### src/rtl/score_display_driver.sv
// score_display_driver: binary score -> BCD (serial shift-add-3) -> multiplexed common-anode digit scan.
// Latency: capture edge to display register SCORE_W+1 cycles; an/digit_val registered 1 cycle after scan index/display.
// Backpressure: none; strobes while busy go to a one-deep pending slot (newest wins) and chain into the next conversion.
// Ports: clk, rst_n (async active-low); score/score_valid (capture strobe); busy (conversion running);
//        digit_val (BCD nibble to segment decoder, 4'hF = blank); an (active-low one-hot digit enables).
module score_display_driver #(
    parameter int NDIGITS  = 4,
    parameter int SCORE_W  = 14,
    parameter int SCAN_DIV = 100000,
    parameter bit LZB      = 1'b1
) (
    input  logic               clk,
    input  logic               rst_n,
    input  logic [SCORE_W-1:0] score,
    input  logic               score_valid,
    output logic               busy,
    output logic [3:0]         digit_val,
    output logic [NDIGITS-1:0] an
);

    function automatic longint pow10(input int n);
        longint p;
        p = 1;
        for (int i = 0; i < n; i++) begin
            p = p * 10;
        end
        return p;
    endfunction

    localparam int BCD_W = 4 * NDIGITS;
    localparam int SR_W  = BCD_W + SCORE_W;
    localparam int CW    = (SCAN_DIV > 1) ? $clog2(SCAN_DIV) : 1;
    localparam int IW    = (NDIGITS > 1) ? $clog2(NDIGITS) : 1;
    localparam int SW    = $clog2(SCORE_W + 1);
    localparam logic [63:0] MAXV = 64'(pow10(NDIGITS) - 1);

    typedef enum logic [1:0] {
        IDLE  = 2'd0,
        SHIFT = 2'd1,
        LOAD  = 2'd2
    } state_t;

    state_t             state;
    logic [SR_W-1:0]    sr;         // {bcd nibbles, binary remainder}
    logic [SW-1:0]      sh_cnt;
    logic               pend;
    logic [SCORE_W-1:0] pend_val;
    logic [BCD_W-1:0]   disp;
    logic [CW-1:0]      scan_cnt;
    logic [IW-1:0]      idx;
    logic [3:0]         cur_nib;
    logic               upper_nz;
    logic               blank;

    // Scores beyond what the digits can show pin to all nines.
    function automatic logic [SCORE_W-1:0] clamp(input logic [SCORE_W-1:0] s);
        if (64'(s) > MAXV) begin
            return MAXV[SCORE_W-1:0];
        end
        return s;
    endfunction

    // One double-dabble step: correct every nibble that would overflow past 9 when doubled, then shift.
    function automatic logic [SR_W-1:0] dabble(input logic [SR_W-1:0] s);
        logic [SR_W-1:0] t;
        t = s;
        for (int d = 0; d < NDIGITS; d++) begin
            if (t[SCORE_W+4*d +: 4] >= 4'd5) begin
                t[SCORE_W+4*d +: 4] = t[SCORE_W+4*d +: 4] + 4'd3;
            end
        end
        return {t[SR_W-2:0], 1'b0};
    endfunction

    // Conversion FSM; disp only changes in LOAD so the scan never sees a partial result.
    always_ff @(posedge clk or negedge rst_n) begin
        if (!rst_n) begin
            state    <= IDLE;
            sr       <= '0;
            sh_cnt   <= '0;
            busy     <= 1'b0;
            pend     <= 1'b0;
            pend_val <= '0;
            disp     <= '0;
        end else begin
            case (state)
                IDLE: begin
                    if (score_valid) begin
                        sr     <= {{BCD_W{1'b0}}, clamp(score)};
                        sh_cnt <= '0;
                        busy   <= 1'b1;
                        state  <= SHIFT;
                    end
                end
                SHIFT: begin
                    sr <= dabble(sr);
                    if (score_valid) begin
                        pend     <= 1'b1;
                        pend_val <= clamp(score);
                    end
                    if (sh_cnt == SW'(SCORE_W - 1)) begin
                        state <= LOAD;
                    end else begin
                        sh_cnt <= sh_cnt + SW'(1);
                    end
                end
                LOAD: begin
                    disp   <= sr[SR_W-1 -: BCD_W];
                    sh_cnt <= '0;
                    // A strobe landing on LOAD is newer than anything parked, so it wins outright.
                    if (score_valid) begin
                        sr    <= {{BCD_W{1'b0}}, clamp(score)};
                        pend  <= 1'b0;
                        state <= SHIFT;
                    end else if (pend) begin
                        sr    <= {{BCD_W{1'b0}}, pend_val};
                        pend  <= 1'b0;
                        state <= SHIFT;
                    end else begin
                        busy  <= 1'b0;
                        state <= IDLE;
                    end
                end
                default: begin
                    busy  <= 1'b0;
                    state <= IDLE;
                end
            endcase
        end
    end

    // Free-running scan timer, independent of conversion.
    always_ff @(posedge clk or negedge rst_n) begin
        if (!rst_n) begin
            scan_cnt <= '0;
            idx      <= '0;
        end else if (scan_cnt == CW'(SCAN_DIV - 1)) begin
            scan_cnt <= '0;
            idx      <= (idx == IW'(NDIGITS - 1)) ? '0 : idx + IW'(1);
        end else begin
            scan_cnt <= scan_cnt + CW'(1);
        end
    end

    // A digit is a leading zero when it and every digit above it are zero; digit 0 always shows.
    always_comb begin
        cur_nib  = 4'h0;
        upper_nz = 1'b0;
        for (int d = 0; d < NDIGITS; d++) begin
            if (IW'(d) == idx) begin
                cur_nib = disp[4*d +: 4];
            end
            if ((IW'(d) >= idx) && (disp[4*d +: 4] != 4'h0)) begin
                upper_nz = 1'b1;
            end
        end
        blank = LZB && (idx != '0) && !upper_nz;
    end

    always_ff @(posedge clk or negedge rst_n) begin
        if (!rst_n) begin
            an        <= '1;
            digit_val <= 4'hF;
        end else begin
            an        <= ~(NDIGITS'(1) << idx);
            digit_val <= blank ? 4'hF : cur_nib;
        end
    end

endmodule

### config.mk
export PLATFORM = sky130hd
export DESIGN_NAME = score_display_driver
export DESIGN_NICKNAME = d
export VERILOG_FILES = /design/src/rtl/score_display_driver.sv
export SDC_FILE = /design/constraint.sdc
export NUM_CORES = 1
export LEC_CHECK = 0
export CORE_MARGIN = 2
export CORE_UTILIZATION = 35
export DETAILED_ROUTE_END_ITERATION = 10
export SYNTH_ARGS = -nofsm -noshare
export SYNTH_HDL_FRONTEND = slang
export SYNTH_SLANG_ARGS = --single-unit
### constraint.sdc
create_clock -name clk -period 1.9 [get_ports clk]
set_input_delay 0.285 -clock clk [delete_from_list [all_inputs] [get_ports clk]]
set_output_delay 0.285 -clock clk [all_outputs]
set_load 0.03 [all_outputs]
---- Word level (Yosys, flattened, before mapping) ----
Index checks and enable logic that the tools add are counted.
word-level totals
  memories kept ........................... 0
  memory bits (writable) .................. 0
  bits in read-only memories .............. 0
  flip-flop bits (word level) ............. 95
  input bits .............................. 17
  bits in latches ......................... 0
operators by class
  div/mod/pow operators ................... 0
  $lt $le $gt $ge ......................... 9
  bitwise operators ....................... 2
  reductions and logical operators ........ 21
  add/subtract/negate cells ............... 7
  equal/unequal tests ..................... 15
  mux-type cells .......................... 41
  multiply operators ...................... 0
  shifts and indexed selects .............. 1
operators with widths
  cell                                                                    number
  30-bit 2-to-1 mux                                                       3
  30-bit one-hot mux with 3 select lines                                  1
  14-bit 2-to-1 mux                                                       4
  4-bit 2-to-1 mux                                                        10
  17-bit by 1-bit adder with 17-bit output (second input constant)        1
  17-bit == test (second input constant)                                  1
  17-bit 2-to-1 mux                                                       1
  4-bit by 3-bit >= comparator with 1-bit output (second input constant)  4
  4-bit nonzero test                                                      4
  14-bit > comparator (second input constant)                             1
  1-bit 2-to-1 mux                                                        14
  4-bit by 2-bit adder with 4-bit output (second input constant)          3
  2-bit != test (second input constant)                                   6
  4-bit one-hot mux with 3 select lines                                   1
  2-bit 2-to-1 mux                                                        3
  2-bit one-hot mux with 3 select lines                                   1
  2-bit AND reduction                                                     3
  3-bit AND reduction                                                     2
  1-bit logical AND                                                       5
  4-bit by 1-bit adder with 4-bit output (second input constant)          1
  2-bit == test (first input constant)                                    2
  2-bit == test (second input constant)                                   2
  4-bit == test (second input constant)                                   1
  1-bit by 2-bit >= comparator with 1-bit output (first input constant)   2
  17 further kinds                                                        20

---- Logic depth before layout (Yosys ltp) ----
Gate-level depths: netlist of run 1.
  depth after elaboration ................. 9
  depth in mapped cells ................... 8

---- Worst setup path after synthesis of run 1 ----
Ideal clock, no wire load.
  path kind ............................... register -> register
  start ................................... reg state[0]
  end ..................................... reg sr[2]
  cell stages (with the launch flop) ...... 8
  setup slack ............................. -0.159 ns
  setup time .............................. 0.126 ns
  arrival time ............................ 1.932 ns
  required time ........................... 1.774 ns
  path through ............................ dfrtp_1 > inv_1 > ha_1 > and2_1 > and2b_2 > clkbuf_8 > a311o_2 > a221o_1
between the ends
  cells in the longest elaborated chain, start to end .. 3
ends and longest elaborated chain
  what                                                          line  source
  start: declaration                                            43    state_t state;
  start signal: assignment                                      78    state <= IDLE;
  start signal: assignment                                      92    state <= SHIFT;
  start signal: assignment                                      102   state <= LOAD;
  2-bit == test, or another cell as far along                   86    case (state)
  3-bit != test (no source line), or another cell as far along  -
  3-bit AND reduction (no source line)                          -
  end signal: assignment                                        89    sr <= {{BCD_W{1'b0}}, clamp(score)};
  end signal: assignment                                        96    sr <= dabble(sr);
  end signal: assignment                                        112   sr <= {{BCD_W{1'b0}}, clamp(score)};
  end: declaration                                              44    logic [SR_W-1:0] sr;
Parallel ways exist; a longest one is shown, timed or not.
A chain may end at the register's enable or synchronous reset.

---- Worst setup path after layout of run 1 ----
  start ................................... reg state[1]
  end ..................................... reg sr[7]
Same word-level chain as after synthesis.

==> impl_summary.md, run 1 <==
Final layout
The number of non-filler instances in the completed layout is 723. In the final layout, the share of cells above drive strength 1 is 21.4%. The multi-input combinational cells in the finished layout cover a total of 2310 sq um. Summing all flip-flop and latch instances after layout gives 2390 sq um. 0 antenna diodes ended up in the layout. At the end of the flow the core is filled with cells to 43.7%.

The final layout net count is 575. The layout has 1346 filler cells. The synthesis-to-finish area growth is 23.2%.

Global route
For this run the aggregate overflow at the end of global routing stands at 0. The first global-routing pass estimated 18.2 mm of wire. The initial antenna violation count came to 0. The number of global-route vias before repair was 3716. Global routing used 15.3% of the available tracks. The maximum number of pins on one net before global-route repair is 44.

Yosys
In the post-synthesis netlist, the cell with the most instances is sky130_fd_sc_hd__dfrtp_1. The share of flip-flops with an asynchronous set or reset is 100%. The netlist area before placement is 4890 sq um. By count the netlist is led by sky130_fd_sc_hd__dfrtp_1, sky130_fd_sc_hd__o21ai_0, sky130_fd_sc_hd__nand2_1. The synthesized design contains 95 register bits. The main flop type after synthesis is sky130_fd_sc_hd__dfrtp_1.

The number of nets in the synthesized netlist is 516. Of all cell types, the one taking the most synthesized area is sky130_fd_sc_hd__dfrtp_1. The number of warnings reported in the yosys synthesis log is 0. The average instance in the mapped netlist occupies 10.2 sq um. Yosys mapped a number of flops with a built-in enable equal to 0. The area share of the leading cell type in the synthesized netlist is 44.5%. Synthesis produced a netlist whose cell count is 479.

Ranked by total cell area, the synthesized netlist is headed by sky130_fd_sc_hd__dfrtp_1, sky130_fd_sc_hd__o21ai_0, sky130_fd_sc_hd__ha_1. The proportion of synthesized chip area in sequential cells is 48.8%. Synthesis instantiated 56 different standard cells from the library.

CTS
TritonCTS built the clock tree. Clock tree synthesis inserted a total of 9 buffers. The maximum number of buffers from clock root to sink is 2. The CTS sink count is 95. The clock tree root driver cell is sky130_fd_sc_hd__clkbuf_16. The clock latency on the worst-skew pair is 0.35 ns. The H-tree was split into 3 levels.

After clock tree synthesis, the clock-pin slew on the worst setup and hold paths is 0.07 ns.

Timing
The final-report setup violation count is 0. The hold slack is 0.477 ns. The number of max-slew violations in the final report is 0. For the pin with the worst max-slew slack, the measured transition is 0.576 ns. Setup repair after global routing could not meet its margin everywhere. The achievable frequency is 529 MHz. The clock arrives with 0.00564 ns of skew. The worst pin sits at a relative slew slack of 61.6%. The hold violation total from the final report is 0. Of the available clock period, the critical path in the final layout requires 99.6%. The smallest clock period supported by the final layout is computed as 1.89 ns.

Setup path
The minimum setup slack among reg-to-reg paths is 0.008 ns. STA puts the critical path data arrival time at 2.11 ns. For the worst flop-to-flop path, the logic depth is 7. In this run the critical register-to-register path is launched from state[1]. By startpoint and endpoint, the worst setup path is classified as reg2reg.

The category of the worst setup path launch point is a flop. STA classifies the critical path endpoint as a flop. The endpoint of the worst register-to-register path is sr[7]. The required arrival time at the worst endpoint is 2.12 ns. The maximum fanout along the worst path is 6.

Power
The worst IR drop on VDD is 0.000492 V. The relative contribution of sequential cells to total power is 40.9%. The fraction of power spent switching nets is 31.7%. Combinational cells account for 27.1% of the total power. The total leakage power is 2.66 nW. The clock network accounts for 32.1% of the total power. For this design the ratio of total power to cell area is 1060 nW/um^2. The total internal power is 4.37 mW. The reported net switching power is 2.02 mW.

Detailed routing
The total vias in the final route is 3815. The count of nets left with antenna violations once routing finished came out at 0. The number of DRC markers after the initial detailed-route iteration is 234. The average wire per cell in the routed design is 14.8 microns. After detailed routing, the number of vias per cell comes to 5.28. The total wire length after detailed routing is 10.7 mm.

The number of iterations in the first detailed-routing pass is 4. The number of remaining DRC errors is 0.

Placement
The number of buffers added on ports is 25. At the end of routability-driven placement, the weighted congestion stood at 0.844. Counting tap cells, the placed design contains a total of 703 instances. The HPWL reported at the end of detailed placement is 7.41 mm.

Floorplanning
The floorplan has 43 rows. The area of the core is 13800 sq um. Once the floorplan was initialized, standard cells occupied 35.5% of the core. The die is 122 microns wide. The number of top-level design ports is 26. The overall die height is 122 microns. The die covers 14900 sq um.

Flow run
The tool flagged a number of max-cap violations equal to 0.

Run status
The flow ran to the end, and the final reports show no timing, DRC or antenna violations.

Worst hold path
The min-delay analysis places its worst path in the category in2async.
[placed cells by master, fill, tap and decap left out, types with 13 or more instances in the layout]
cell type                         count
sky130_fd_sc_hd__o21ai_0             51
sky130_fd_sc_hd__dfrtp_1             87
sky130_fd_sc_hd__inv_1               21
sky130_fd_sc_hd__nand2_1             46
sky130_fd_sc_hd__nor2_1              19
sky130_fd_sc_hd__buf_4               48
sky130_fd_sc_hd__a21oi_1             18
sky130_fd_sc_hd__xnor2_1             13
sky130_fd_sc_hd__ha_1                17
sky130_fd_sc_hd__clkdlybuf4s50_1     24
sky130_fd_sc_hd__mux2_2              16
[state kept, by name, indices dropped and copies added (netlist names)]
signal / flops
state: 2
idx: 2
pend: 1
pend_val: 14
digit_val: 4
an: 4
scan_cnt: 17
disp: 16
sh_cnt: 4
busy: 1
sr: 30
[power groups by stage]
stage / clock network (mW) / registers, mW / logic [mW]
floorplan: 0 / 2.59 / 1.08
global placement: 0 / 2.63 / 1.65
detailed placement: 0 / 2.64 / 1.69
CTS: 2.10 / 2.60 / 1.71
global route: 2.19 / 2.66 / 1.94
finish: 2.05 / 2.61 / 1.73
[logic make-up after synthesis]
family                   Yosys count  share of synthesized area, %
AO/OA/AOI/OAI                    138                          19.0
flip-flops                        95                          48.8
multiplexers                      21                          4.71
buffers and inverters             52                          5.07
adder cells (fa/ha/maj)           20                          5.12
XOR/XNOR                          18                          3.22
AND/OR/NAND/NOR                  135                          14.0
[final cells by class]
class                           instances  share of cell area (%)
Clock buffer                            9                    3.74
Sequential cell                        95                    39.6
Tap cell                              180                    3.74
Clock inverter                          7                    1.85
Timing Repair Buffer                   77                    11.3
Inverter                               23                    1.43
Multi-Input combinational cell        332                    38.3
[worst max path at each step]
stage,slack [ns],to,start
after global placement,-0.35,sr[1],score[7]
after global routing,-0.05,sr[7],state[1]
after floorplan,0.02,sr[3],state[1]
after CTS,-0.04,sr[7],state[1]
final,0.008,sr[7],state[1]
after detailed placement,-0.39,sr[1],score[7]
[routing by layer]
layer	vias up	track usage [%]	part of all wire, %
met5	-	0	0
met4	0	4.24	1.1
met3	9	3.25	3.1
met2	71	25.6	49
met1	1887	20.0	47
li1	1848	-	-
[stage by stage]
| step | cell area [sq um] | setup slack [ns] | TNS (ns) | total power [mW] |
|---|---|---|---|---|
| 5_1_grt | 6020 | -0.0523 | -0.190 | 6.79 |
| 3_5_place_dp | 5620 | -0.395 | -4.17 | 4.32 |
| 2_1_floorplan | 4930 | 0.0194 | 0 | 3.68 |
| 4_1_cts | 5990 | -0.0378 | -0.0378 | 6.42 |
| 3_3_place_gp | 5620 | -0.351 | -3.18 | 4.28 |
| 6_report | 6020 | 0.00796 | 0 | 6.39 |
[what timing repair did]
action                                  CTS  global route
hold endpoints to repair                 33             0
endpoints found under the setup margin   18            16
setup buffers                             3             0
gates resized for setup                   5             8
hold buffers                              1             0
pin swaps                                 3             5
[worst max-delay path, stage by stage, from the launching register on]
cell and delay, ns:
sky130_fd_sc_hd__dfrtp_1 0.41, sky130_fd_sc_hd__inv_2 0.09, sky130_fd_sc_hd__ha_4 0.20, sky130_fd_sc_hd__and2_4 0.13
sky130_fd_sc_hd__and2b_2 0.25, sky130_fd_sc_hd__buf_6 0.14, sky130_fd_sc_hd__a222oi_1 0.40, sky130_fd_sc_hd__o21ai_1 0.14
Note: power is estimated with default switching activity, not from simulation.
==> run 2, diff against run 1 <==
--- a/config.mk
+++ b/config.mk
@@ -10,2 +10,3 @@
 export DETAILED_ROUTE_END_ITERATION = 10
+export PLACE_DENSITY = 0.56
 export SYNTH_ARGS = -nofsm -noshare
--- a/constraint.sdc
+++ b/constraint.sdc
@@ -3,2 +3,2 @@
 set_output_delay 0.285 -clock clk [all_outputs]
-set_load 0.03 [all_outputs]
+set_load 0.05 [all_outputs]
==> impl_summary.md, run 2 (same netlist as run 1, synthesis figures left out) <==
CTS
In this run the clock root is driven by a sky130_fd_sc_hd__clkbuf_16. The total number of H-tree levels came to 3 (unchanged). The clock-pin slew reported for the worst setup and hold paths after clock tree synthesis is 0.06 ns (about the same). The CTS sink count is 95 (unchanged). The maximum number of buffers from clock root to sink is 2 (unchanged).

TritonCTS built the clock tree. The number of clock buffers inserted by TritonCTS is 9 (unchanged). The clock latency on the worst-skew pair is 0.35 ns (about the same).

Global route
The number of global-route vias before repair is 3584 (-3.6%). The remaining global-route overflow is 0 (unchanged). The maximum number of pins on one net before global-route repair is 37 (-16%).

The global router's overall resource usage is 14.7% (-0.61 points). The wire length of the first global-routing pass is 17.5 mm (-3.9%). The initial antenna violation count is 0 (unchanged).

Setup path
The endpoint type of the worst setup path is a flop. The maximum fanout along the worst path is 4 (-2). The required arrival time at the worst endpoint is 2.13 ns (about the same). The arrival time of the worst setup path is 2.09 ns (-0.02 ns). The depth of the most critical reg-to-reg path is 6 (-1). STA classifies the critical path startpoint as a flop. The class of the most critical setup path is reg2reg.

Final layout
The number of diodes added for antenna fixing is 0 (unchanged). The synthesis-to-finish area growth is 20.6%. The most common library cell in the layout ignoring fill and taps is sky130_fd_sc_hd__dfrtp_1. In the final layout, the registers with the most flip-flops are sr (30), scan_cnt (17), disp (16).

The number of flip-flops in the largest register was 30 (unchanged). The final layout net count is 566 (-1.6%). The top cell types in the final layout, fill and taps aside, are sky130_fd_sc_hd__dfrtp_1, sky130_fd_sc_hd__o21ai_0, sky130_fd_sc_hd__buf_4, sky130_fd_sc_hd__nand2_1, sky130_fd_sc_hd__inv_1.

The design area is 5900 sq um (-2.1%). The share of final-layout standard cells stronger than drive strength 1 is 21.5% (+0.17 points). More flip-flops sit in one register than any other, and that register is sr.

Placement
The post-detailed-placement cell area is 5560 sq um (-1.1%). The worst slack at placement is -0.403 ns (-0.00778 ns). The number of buffers added on ports is 25 (unchanged).

The weighted congestion at the end of routability-driven global placement is 0.801 (-5.2%). The HPWL reported at the end of detailed placement is 7.40 mm (-0.14%).

Detailed routing
The number of iterations in the first detailed-routing pass is 4 (unchanged). The total vias in the final route is 3628 (-4.9%). The average wire per cell in the routed design is 14.1 microns (-4.7%). The number of routed nets with antenna violations is 0 (unchanged). The number of DRC markers after the initial detailed-route iteration is 203 (-13%). The number of remaining DRC errors is 0 (unchanged). The number of vias per cell was 5.08 (-3.7%). The total wire length after detailed routing is 10.1 mm (-5.9%).

Floorplanning
The number of standard-cell rows in the floorplan is 43 (unchanged). The area of the core came to 13800 sq um (unchanged). The overall die height is 122 microns (unchanged).

The horizontal die dimension is 122 microns (unchanged). The die area is 14900 sq um (unchanged). The number of top-level design ports is 26 (unchanged). The initial core utilization came to 35.5% (unchanged).

Power
The power density over the cells is 1010 nW/um^2 (-4.4%). The total leakage power was 2.60 nW (-2.3%). The worst IR drop on VDD is 0.000528 V (+7.2%). The sum of internal, switching and leakage power is 5.99 mW (-6.4%).

Timing
The final-report setup violation count came to 0 (unchanged). The shortest clock period the worst path allows after layout is 1.86 ns (-0.0349 ns). The final critical-path share of the clock period is 97.7% (-1.8 points).

The hold violation total from the final report came to 0 (unchanged). Setup repair after global routing could not meet its margin everywhere. The final clock skew came to 0.00821 ns (+0.00256 ns). The final setup slack of the worst path is 0.0428 ns (+0.0349 ns). The worst max-slew margin expressed relative to the limit is 66.6% (+5.0 points).

The number of max-slew violations in the final report is 0 (unchanged). The achievable frequency is 538 MHz (+1.9%). The pin slew with the least headroom to its limit is 0.500 ns (-0.0759 ns).

Worst hold path
The classification of the worst-slack hold path is in2reg. Counting instances, the worst hold path has a depth of 4.

Flow run
The number of max-capacitance violations reported was 0 (unchanged).

Run status
The flow ran to the end, and the final reports show no timing, DRC or antenna violations.
-- run 2: critical path: stages, from the launching register on --
cell and delay (ns):
sky130_fd_sc_hd__dfrtp_1 0.42, sky130_fd_sc_hd__inv_2 0.10, sky130_fd_sc_hd__ha_4 0.21, sky130_fd_sc_hd__and2_4 0.14, sky130_fd_sc_hd__and2b_2 0.22, sky130_fd_sc_hd__a311o_2 0.37, sky130_fd_sc_hd__a221o_1 0.29
-- run 2: report_power, final --
part	switching (mW)	total, mW	internal, mW
combinational	0.914	1.69	0.773
sequential	0.254	2.62	2.37
clock	0.749	1.68	0.928
-- run 2: final timing paths --
check / end / slack, ns / start
min in group asynchronous: scan_cnt[14] / 0.44 / rst_n
setup reg to reg: sr[1] / 0.04 / state[1]
hold reg to reg: scan_cnt[0] / 0.48 / scan_cnt[0]
setup / recovery: sr[1] / 0.04 / state[1]
hold / removal: pend_val[7] / 0.36 / score[7]
max in group asynchronous: sr[20] / 0.92 / rst_n
-- run 2: layout make-up --
| cell class | count | area, sq um |
|---|---|---|
| clock inverters | 4 | 32.5 |
| multi-input cells | 332 | 2320 |
| clock buffers | 12 | 246 |
| well taps | 180 | 225 |
| fillers | 1368 | 7880 |
| repair buffers | 68 | 597 |
| flip-flops and latches | 95 | 2390 |
| inverters | 23 | 86.3 |
-- run 2: through the flow --
step | cells | hold slack, ns | utilization [%] | TNS [ns]
after floorplan | 479 | -0.0106 | - | 0
after detailed placement | 696 | 0.280 | 40.3 | -2.62
after global placement | 696 | 0.278 | 40.3 | -2.55
after global routing | 714 | 0.358 | 42.8 | -0.0623
final | 714 | 0.357 | 42.8 | 0
after CTS | 713 | 0.447 | 42.5 | -0.00253
-- run 2: timing repair --
action,4_1_cts,5_1_grt
pin swaps,1,7
gates resized for setup,4,8
endpoints found under the setup margin,9,22
hold buffers,1,0
setup buffers,0,1
endpoints found under the hold margin,25,0
-- run 2: routing by layer --
metal  global-route usage, %  wire [microns]  vias up
met5                       0               0        -
met4                    3.88             107        0
met1                    19.5            4910     1741
li1                        -               -     1827
met3                    3.90             337        8
met2                    23.8            4740       52
==> run 3, diff against run 2 <==
CTS_BUF_LIST = sky130_fd_sc_hd__clkbuf_16   (was default)
==> impl_summary.md, run 3 (same netlist as run 1, synthesis figures left out) <==
Detailed routing
The total wire length after detailed routing is 10.1 mm (about the same). The number of routed nets with antenna violations was 0 (unchanged). The number of DRC markers after the initial detailed-route iteration is 196 (-3.4%). The total vias in the final route is 3629 (+0.028%). The number of vias per cell was 5.08 (about the same).

The average wire per cell in the routed design came to 14.2 microns (about the same). The number of remaining DRC errors is 0 (unchanged). The number of iterations in the first detailed-routing pass is 4 (unchanged).

Setup path
The highest cell delay on the worst timing path is 0.42 ns (about the same). The worst setup path is of the reg2reg kind. The slowest stage of the critical path is the sky130_fd_sc_hd__dfrtp_1 cell. The arrival time of the worst setup path is 2.09 ns (about the same). The worst setup path is launched from a flop. The reg-to-reg critical path startpoint is state[1].

The critical path goes through inv_2 -> ha_4 -> and2_4 -> and2b_2 -> a311o_2 -> a221o_1. In this run the worst setup path begins at state[1]. STA classifies the critical path endpoint as a flop.

The required arrival time at the worst endpoint came to 2.13 ns (about the same). The maximum fanout along the worst path came to 4 (unchanged). The minimum setup slack among reg-to-reg paths is 0.04 ns (about the same).

Timing
The number of max-slew violations in the final report came to 0 (unchanged). The shortest clock period the worst path allows after layout is 1.86 ns (+0.0000337 ns). The achievable frequency is 538 MHz (about the same). The hold violation total from the final report is 0 (unchanged). The worst max-slew margin expressed relative to the limit came to 66.6% (unchanged). The pin slew with the least headroom to its limit is 0.500 ns (unchanged). The final clock skew is 0.00821 ns (+0.00000736 ns). The final setup slack of the worst path is 0.0428 ns (-0.0000337 ns).

Setup repair after global routing could not meet its margin everywhere. The final critical-path share of the clock period is 97.7% (about the same). The final-report setup violation count is 0 (unchanged).

Power
The power density over the cells is 1010 nW/um^2 (-0.70%). The total leakage power is 2.61 nW (+0.10%). The proportion of power drawn by combinational gates is 28.4% (+0.2 points). The total internal power is 4.02 mW (-1.3%). The fraction of power spent switching nets is 32.3% (+0.27 points). The portion of total power attributed to the clock network is 27.4% (-0.6 points). The sum of internal, switching and leakage power was 5.93 mW (-0.87%). The relative contribution of sequential cells to total power is 44.2% (+0.4 points). The reported net switching power is 1.92 mW (about the same). The worst IR drop on VDD is 0.000527 V (about the same).

Floorplanning
The number of standard-cell rows in the floorplan is 43 (unchanged). The overall die height is 122 microns (unchanged). The number of top-level design ports is 26 (unchanged). The initial core utilization is 35.5% (unchanged).

The area of the core is 13800 sq um (unchanged). The horizontal die dimension is 122 microns (unchanged). The die area is 14900 sq um (unchanged).

Global route
The met3 routing resource usage after global routing is 3.90% (unchanged). The wire length of the first global-routing pass came to 17.5 mm (unchanged). The remaining global-route overflow is 0 (unchanged). The number of global-route vias before repair is 3580 (-0.11%). The global router's overall resource usage was 14.7% (unchanged). The global routing met2 resource utilization is 23.8% (unchanged). The met1 global-route usage is 19.5% (unchanged). met2 is the most crowded layer. The maximum number of pins on one net before global-route repair was 37 (unchanged). The initial antenna violation count came to 0 (unchanged).

Final layout
The share of final-layout standard cells stronger than drive strength 1 is 21.3% (-0.19 points). The number of diodes added for antenna fixing is 0 (unchanged). The number of flip-flops in the largest register is 30 (unchanged). In the final layout, the registers with the most flip-flops are sr (30), scan_cnt (17), disp (16). The synthesis-to-finish area growth is 20.4%. The filler cell count in the final layout is 1369 (+0.073%). In the layout the commonest cells are sky130_fd_sc_hd__dfrtp_1, sky130_fd_sc_hd__o21ai_0, sky130_fd_sc_hd__buf_4, sky130_fd_sc_hd__nand2_1, sky130_fd_sc_hd__inv_1. Leaving out fill and tap cells, the most frequent cell in the layout is sky130_fd_sc_hd__dfrtp_1.

The final core area utilization was 42.8% (-0.073 points). The final layout net count came to 566 (unchanged). The register bank with the most flops is sr.

Worst hold path
The worst hold path begins at score[7]. The min-delay analysis places its worst path in the category in2reg.

CTS
The clock-pin slew reported for the worst setup and hold paths after clock tree synthesis is 0.06 ns (about the same). TritonCTS built the clock tree. The maximum number of buffers from clock root to sink is 2 (unchanged).

The clock tree root driver cell is sky130_fd_sc_hd__clkbuf_16. The CTS sink count is 95 (unchanged). The number of clock buffers inserted by TritonCTS is 9 (unchanged). The clock latency on the worst-skew pair is 0.34 ns (about the same). The total number of H-tree levels was 3 (unchanged).

Placement
The number of buffers added on ports came to 25 (unchanged). The weighted congestion at the end of routability-driven global placement is 0.801 (unchanged). The worst slack at placement is -0.403 ns (unchanged). The HPWL reported at the end of detailed placement is 7.40 mm (unchanged).

Flow run
The number of max-capacitance violations reported is 0 (unchanged).

Run status
The run finished with clean final reports.
## run 3: changes by cell type in the layout (fill, tap and decap cells not counted), sizes merged
| cell | delta |
|---|---|
| inv | +2 |
| clkinv | +1 |
| clkbuf | -3 |
## run 3: layout make-up
cell class                 count  area [sq um]  area share [%]
multi-input combinational    332          2320            39.5
clock inverter                 7          43.8           0.744
timing repair buffer          68           597            10.1
tap                          180           225            3.82
sequential                    95          2390            40.5
clock buffer                   9           225            3.82
inverter                      23          86.3            1.47
## run 3: what timing repair did
item                                    in CTS  in global routing
endpoints found under the setup margin       9                 22
pin swaps                                    1                  7
endpoints found under the hold margin       25                  0
hold buffers                                 1                  0
gates cloned                                 0                  0
buffers inserted                             0                  1
resized for setup                            4                  8
## run 3: path summary, 6_finish.rpt
check,endpoint,cells past startpoint
max reg2reg,sr[1],6
min,pend_val[7],4
max,sr[1],6
min reg2reg,scan_cnt[0],1
max in group asynchronous,sr[20],3
min in group asynchronous,scan_cnt[14],2
## run 3: power groups by stage
stage          Clock, mW  Sequential (mW)  Combinational [mW]
4_1_cts             1.70             2.62                1.68
3_5_place_dp           0             2.65                1.66
3_3_place_gp           0             2.65                1.62
5_1_grt             1.77             2.67                1.92
2_1_floorplan          0             2.61                1.08
6_report            1.62             2.62                1.69
## run 3: stage by stage
stage / instance area, sq um / TNS [ns] / cells / hold WS (ns)
2_1_floorplan: 4930 / 0 / 479 / -0.0106
3_3_place_gp: 5560 / -2.55 / 696 / 0.278
3_5_place_dp: 5560 / -2.62 / 696 / 0.280
4_1_cts: 5850 / -0.00253 / 713 / 0.447
5_1_grt: 5890 / -0.0623 / 714 / 0.358
6_report: 5890 / 0 / 714 / 0.357
## run 3: worst max-delay path, delay by kind of cell (launching register included)
family / cells / cell delay (ns)
flops: 1 / 0.42
simple gates: 2 / 0.36
buf+inv: 1 / 0.10
fa+ha+maj: 1 / 0.21
compound gates: 2 / 0.66
## run 3: layer usage
metal / vias to the layer above / part of all wire [%] / wire (microns)
met5: - / 0 / 0
met1: 1740 / 49 / 4930
met4: 0 / 1.1 / 107
li1: 1827 / - / -
met2: 54 / 47 / 4720
met3: 8 / 3.5 / 352
